`config.mk`:
```
export PLATFORM = sky130hd
export DESIGN_NAME = cart_rom_port
export DESIGN_NICKNAME = d
export VERILOG_FILES = /design/src/rtl/cart_rom_port.sv
export SDC_FILE = /design/constraint.sdc
export NUM_CORES = 1
export LEC_CHECK = 0
export BUFFER_PORTS_ARGS = -buffer_cell sky130_fd_sc_hd__buf_4
export CAP_MARGIN = 10
export CORE_MARGIN = 2
export CORE_UTILIZATION = 40
export CTS_CLUSTER_DIAMETER = 100
export CTS_CLUSTER_SIZE = 25
export DETAILED_ROUTE_END_ITERATION = 7
export PLACE_DENSITY = 0.65
export SYNTH_ARGS = -nofsm -noshare
export SYNTH_HDL_FRONTEND = slang
export SYNTH_SLANG_ARGS = --single-unit
export TNS_END_PERCENT = 100
```
`constraint.sdc`:
```
create_clock -name clk_sys -period 4.6 [get_ports clk_sys]
set_input_delay 0.92 -clock clk_sys [delete_from_list [all_inputs] [get_ports clk_sys]]
set_output_delay 0.92 -clock clk_sys [all_outputs]
set_load 0.02 [all_outputs]
```
`src/rtl/cart_rom_port.sv`:
```
// Cartridge ROM port: serves console byte reads from 16-bit word memory through a one-word
// hit buffer, and packs ROM download bytes into word writes.
module cart_rom_port #(
  parameter int unsigned ADDR_W = 25
) (
  input  logic              clk_sys,
  input  logic              reset,
  input  logic              cart_read,
  input  logic [ADDR_W-1:0] cart_addr,
  output logic [7:0]        cart_out,
  output logic              cart_valid,
  input  logic              loading,
  input  logic              ld_wr,
  input  logic [ADDR_W-1:0] ld_addr,
  input  logic [7:0]        ld_data,
  output logic              mem_req,
  output logic              mem_we,
  output logic [ADDR_W-2:0] mem_addr,
  output logic [15:0]       mem_wdata,
  input  logic              mem_ack,
  input  logic [15:0]       mem_rdata,
  output logic              overrun
);

  localparam int unsigned WordW = ADDR_W - 1;

  typedef enum logic [1:0] {StIdle, StRdWait, StWrWait} state_e;

  state_e            state_q;
  logic [7:0]        cart_out_q;
  logic              cart_valid_q;
  logic              mem_req_q;
  logic              mem_we_q;
  logic [WordW-1:0]  mem_addr_q;
  logic [15:0]       mem_wdata_q;
  logic              overrun_q;
  logic              rd_hi_q;
  logic              hb_v_q;
  logic [WordW-1:0]  hb_addr_q;
  logic [15:0]       hb_data_q;
  logic              pend_v_q;
  logic [ADDR_W-1:0] pend_addr_q;
  logic              wslot_v_q;
  logic [WordW-1:0]  wslot_addr_q;
  logic [15:0]       wslot_data_q;
  logic [7:0]        lo_byte_q;
  logic              loading_q;

  function automatic logic [7:0] sel_byte(input logic [15:0] w, input logic hi);
    return hi ? w[15:8] : w[7:0];
  endfunction

  logic             idle;
  logic             new_rd;
  logic             ld_odd;
  logic [WordW-1:0] ld_word;
  logic [15:0]      ld_word_data;
  logic             wr_from_slot;
  logic             wr_direct;
  logic             do_wr;
  logic [WordW-1:0] wr_word;
  logic [15:0]      wr_data;
  logic             rd_src_pend;
  logic             rd_src_new;
  logic [WordW-1:0] rd_word;
  logic             rd_hi;
  logic             rd_hit;
  logic             serve_hit;
  logic             issue_rd;
  logic             pend_take;
  logic             new_taken;
  logic             latch_new;
  logic             load_rise;

  assign idle         = (state_q == StIdle);
  assign new_rd       = cart_read & ~loading;
  assign ld_odd       = ld_wr & ld_addr[0];
  assign ld_word      = ld_addr[ADDR_W-1:1];
  assign ld_word_data = {ld_data, lo_byte_q};
  assign load_rise    = loading & ~loading_q;

  // Queued write beats a fresh download write, and any write beats a read.
  assign wr_from_slot = idle & wslot_v_q;
  assign wr_direct    = idle & ~wslot_v_q & ld_odd;
  assign do_wr        = wr_from_slot | wr_direct;
  assign wr_word      = wslot_v_q ? wslot_addr_q : ld_word;
  assign wr_data      = wslot_v_q ? wslot_data_q : ld_word_data;

  assign rd_src_pend  = idle & ~do_wr & pend_v_q;
  assign rd_src_new   = idle & ~do_wr & ~pend_v_q & new_rd;
  assign rd_word      = pend_v_q ? pend_addr_q[ADDR_W-1:1] : cart_addr[ADDR_W-1:1];
  assign rd_hi        = pend_v_q ? pend_addr_q[0] : cart_addr[0];
  assign rd_hit       = hb_v_q & (rd_word == hb_addr_q);

  // A hit is held back one cycle when cart_valid is already high, so pulses never touch.
  assign serve_hit    = (rd_src_pend | rd_src_new) & rd_hit & ~cart_valid_q;
  assign issue_rd     = (rd_src_pend | rd_src_new) & ~rd_hit;
  assign pend_take    = rd_src_pend & (serve_hit | issue_rd);
  assign new_taken    = rd_src_new & (serve_hit | issue_rd);
  assign latch_new    = new_rd & ~new_taken;

  always_ff @(posedge clk_sys) begin
    if (reset) begin
      state_q      <= StIdle;
      cart_out_q   <= 8'h00;
      cart_valid_q <= 1'b0;
      mem_req_q    <= 1'b0;
      mem_we_q     <= 1'b0;
      mem_addr_q   <= '0;
      mem_wdata_q  <= 16'h0000;
      overrun_q    <= 1'b0;
      rd_hi_q      <= 1'b0;
      hb_v_q       <= 1'b0;
      hb_addr_q    <= '0;
      hb_data_q    <= 16'h0000;
      pend_v_q     <= 1'b0;
      pend_addr_q  <= '0;
      wslot_v_q    <= 1'b0;
      wslot_addr_q <= '0;
      wslot_data_q <= 16'h0000;
      lo_byte_q    <= 8'h00;
      loading_q    <= 1'b0;
    end else begin
      cart_valid_q <= 1'b0;
      loading_q    <= loading;

      if (ld_wr && !ld_addr[0]) lo_byte_q <= ld_data;

      if (ld_odd && !wr_direct) begin
        wslot_v_q    <= 1'b1;
        wslot_addr_q <= ld_word;
        wslot_data_q <= ld_word_data;
      end else if (wr_from_slot) begin
        wslot_v_q <= 1'b0;
      end

      if (latch_new) begin
        pend_v_q    <= 1'b1;
        pend_addr_q <= cart_addr;
        if (pend_v_q && !pend_take) overrun_q <= 1'b1;
      end else if (pend_take) begin
        pend_v_q <= 1'b0;
      end

      unique case (state_q)
        StIdle: begin
          if (do_wr) begin
            state_q     <= StWrWait;
            mem_req_q   <= 1'b1;
            mem_we_q    <= 1'b1;
            mem_addr_q  <= wr_word;
            mem_wdata_q <= wr_data;
            if (wr_word == hb_addr_q) hb_v_q <= 1'b0;
          end else if (issue_rd) begin
            state_q    <= StRdWait;
            mem_req_q  <= 1'b1;
            mem_we_q   <= 1'b0;
            mem_addr_q <= rd_word;
            rd_hi_q    <= rd_hi;
          end else if (serve_hit) begin
            cart_out_q   <= sel_byte(hb_data_q, rd_hi);
            cart_valid_q <= 1'b1;
          end
        end
        StRdWait: begin
          if (mem_ack) begin
            state_q      <= StIdle;
            mem_req_q    <= 1'b0;
            cart_out_q   <= sel_byte(mem_rdata, rd_hi_q);
            cart_valid_q <= 1'b1;
            hb_data_q    <= mem_rdata;
            hb_addr_q    <= mem_addr_q;
            hb_v_q       <= 1'b1;
          end
        end
        StWrWait: begin
          if (mem_ack) begin
            state_q   <= StIdle;
            mem_req_q <= 1'b0;
          end
        end
        default: state_q <= StIdle;
      endcase

      // A new download makes the buffered word stale regardless of what else happens.
      if (load_rise) hb_v_q <= 1'b0;
    end
  end

  assign cart_out   = cart_out_q;
  assign cart_valid = cart_valid_q;
  assign mem_req    = mem_req_q;
  assign mem_we     = mem_we_q;
  assign mem_addr   = mem_addr_q;
  assign mem_wdata  = mem_wdata_q;
  assign overrun    = overrun_q;

endmodule

```
==> flow_summary_export.csv <==
group,metric,value,unit
outcome,status,"complete, no violations",
cells_and_area,diodes,0,
yosys,syn_nets,979,
placed_design,dp_hpwl,13900,um
routing,first_pass_iters,6,
power_and_ir_drop,leakagePower,3.44,nW
floorplan,rows,51,
setup_path,start_kind,"flip-flop",
clock_tree,clkLatencyLatePin,430,ps
setup_path,path_delay_family,"simple AND/OR/NAND/NOR gates",
sta,rsz0062_at_grt,"false",
setup_path,path_max_fanout,20,
setup_path,worst-r2r-setup-slack,1270,ps
routing,routed_wl,20100,um
power_and_ir_drop,switching_power,1.07,mW
setup_path,worst_path_max_delay_cell,"dfxtp_2",
clock_tree,cts_hold_buffers,0,
setup_path,crit_arrival,3640,ps
sta,fin_skew,8.67,ps
clock_tree,tritoncts,"yes",
placed_design,numPortBuffers,131,
cells_and_area,final_common_cell,"dfxtp_1",
yosys,seq_area_frac_synth,43.9,%
grt,overflow,0,
hold_path,min_path_type,"reg2reg",
yosys,avgSynthCellArea,8.75,um2
grt,grtUsageTotal,19.6,%
routing,vias_per_cell,5.02,
floorplan,ios,132,
setup_path,critPathMaxStageDelay,710,ps
floorplan,die_w,144,um
grt,grt_pass1_wl,31700,um
sta,fin_crit_sh,72.4,%
routing,wl_per_cell,15.8,um
setup_path,worst-path-buf-inv,1,
grt,first_global_vias,5861,
cells_and_area,num-fill-cells,1835,
cells_and_area,drive_gt1_share,19.2,%
yosys,ys_warn_count,0,
clock_tree,post-cts-setup-buffer-count,0,
setup_path,end_kind,"flip-flop",
sta,worst_pin_slew,1020,ps
grt,grt_antenna_before_repair,0,
routing,ant_nets,0,
yosys,synth_async_sr_flop_share,0,%
clock_tree,clock_sinks,172,
clock_tree,cts_buffers,17,
sta,setup_viol,0,
clock_tree,cts_max_path_buffers,2,
sta,fin_tns_setup,0,ps
power_and_ir_drop,seq_power_share,41.4,%
yosys,synth_seq_cells,172,
sta,hold_violations,0,
floorplan,start_util,40.5,%
routing,drtIter0Drc,440,
clock_tree,cts-resized-gates,0,
grt,grt_max_degree,64,
run,maxCapViolations,0,
floorplan,fp.dieH,144,um
yosys,synth_area,0.00784,mm2
yosys,synth_cell_type_count,44,
cells_and_area,final_area,0.00964,mm2
routing,vias,6391,
setup_path,required,4900,ps
setup_path,cp_common_cell,"nor4_1",
setup_path,crit_type,"reg2reg",
sta,max_clock_freq,0.300,GHz
power_and_ir_drop,clkPwrFrac,41.7,%
power_and_ir_drop,power_density,412,mW/mm2
setup_path,path_cells,"buf_4 > mux2i_1 > xnor2_1 > nor4_1 > nand4_1 > nor4_1 > o211ai_1 > a2111oi_0",
power_and_ir_drop,finalPower,3.98,mW
clock_tree,htreeDepth,4,
routing,drcViolationCount,0,
sta,post-route-min-period,3330,ps
clock_tree,cts_root_buf,"clkbuf_16",
power_and_ir_drop,irDropWorstVdd,288,uV
placed_design,placed_cells,1240,
yosys,synth_ff_type,"dfxtp_1",
floorplan,die-area,0.0207,mm2
placed_design,dpl_cell_area,0.00897,mm2
power_and_ir_drop,power_switching_share,27.0,%
cells_and_area,stdcell_count,1272,
power_and_ir_drop,p_comb_share,16.9,%
clock_tree,cts.clk_slew.worst_paths,70,ps
yosys,syn-instance-count,896,
sta,slew_violations,0,
sta,slew_headroom,32.1,%
yosys,synth_edf_count,0,
power_and_ir_drop,internal-power,2.90,mW
cells_and_area,syn2layout_area_growth,23.0,%
cells_and_area,layout.nets,1077,
floorplan,coreArea,0.0193,mm2
placed_design,gp_congestion,0.830,
cells_and_area,mostFrequentLayoutCells,"dfxtp_1, nand2_1, buf_4",
-- synth_stat cells, types with 3 or more instances --
library cell,n,area [um2]
nand3_1,22,110
o22a_1,19,166
inv_1,13,48.8
a211oi_1,24,180
nand2_1,170,638
nor4_1,6,37.5
nand4_1,3,18.8
or3_1,6,37.5
nor2_1,65,244
xnor2_1,37,324
nor4_2,3,37.5
mux2i_1,115,1150
mux2_2,5,56.3
xor2_1,11,96.3
nor2b_1,13,81.3
buf_6,8,90.1
ha_1,3,37.5
nand2b_1,3,18.8
a21oi_1,113,566
clkbuf_1,49,184
buf_2,5,25.0
o21ai_0,6,30.0
dfxtp_1,172,3440
-- power groups by stage --
stage               clock (mW)  combinational (mW)  sequential [mW]
floorplan                    0               0.395             1.71
global placement             0               0.671             1.68
detailed placement           0               0.674             1.68
CTS                       1.69               0.677             1.65
global route              1.75               0.736             1.66
finish                    1.66               0.673             1.65
-- layer usage --
| metal | vias to the layer above | wire length (um) | global-route usage [%] |
|---|---|---|---|
| met3 | 22 | 1180 | 5.46 |
| met1 | 2974 | 10000 | 28.7 |
| li1 | 3261 | - | - |
| met4 | 0 | 288 | 5.62 |
| met5 | - | 0 | 0 |
| met2 | 134 | 8620 | 28.1 |
-- flip-flops by register name (all words and copies together), names as in the netlist, 2 cells and up --
register and cells:
pend_addr_q 25, mem_wdata 16, cart_out 8, hb_data_q 16
wslot_addr_q 24, hb_addr_q 24, lo_byte_q 8, mem_addr 24
state_q 2, wslot_data_q 16
-- worst paths after layout --
path / depth (start not counted) / startpoint / to
max: 8 / wslot_v_q / hb_v_q
min: 2 / hb_data_q[10] / hb_data_q[10]
min reg2reg: 2 / hb_data_q[10] / hb_data_q[10]
max reg2reg: 8 / wslot_v_q / hb_v_q
-- cells by family (layout without fill, tap and decap cells) --
family / Yosys count / count (layout) / synth area share, %
AOI/OAI and AO/OA: 174 / 174 / 13.6
xor gates and xnor gates: 48 / 48 / 5.36
adders and majority gates: 3 / 3 / 0.479
buffers and inverters: 79 / 190 / 4.72
DFF: 172 / 172 / 43.9
muxes: 121 / 121 / 15.6
and+or+nand+nor: 299 / 299 / 16.3
-- worst min-delay path, delay by kind of cell (launching register included) --
| kind | cells | cell delay (ps) |
|---|---|---|
| flops | 1 | 300 |
| compound gates | 1 | 50 |
| simple gates | 1 | 50 |
-- area by class of cell --
class / count / area (um2) / area share (%)
Multi-Input combinational cell: 645 / 4050 / 42.0
Tap cell: 265 / 332 / 3.44
Inverter: 13 / 48.8 / 0.506
Clock buffer: 19 / 443 / 4.59
Clock inverter: 13 / 235 / 2.44
Timing Repair Buffer: 145 / 1090 / 11.3
Sequential cell: 172 / 3440 / 35.7
-- per-stage QoR --
| stage | setup slack [ps] | utilization, % | hold WS (ps) |
|---|---|---|---|
| after detailed placement | 1140 | 46.4 | 445 |
| after floorplan | 1880 | - | 432 |
| final | 1270 | 49.9 | 450 |
| after global routing | 916 | 49.9 | 461 |
| after CTS | 1240 | 49.9 | 454 |
| after global placement | 1140 | 46.4 | 437 |
Power figures use the tool's default switching activity.
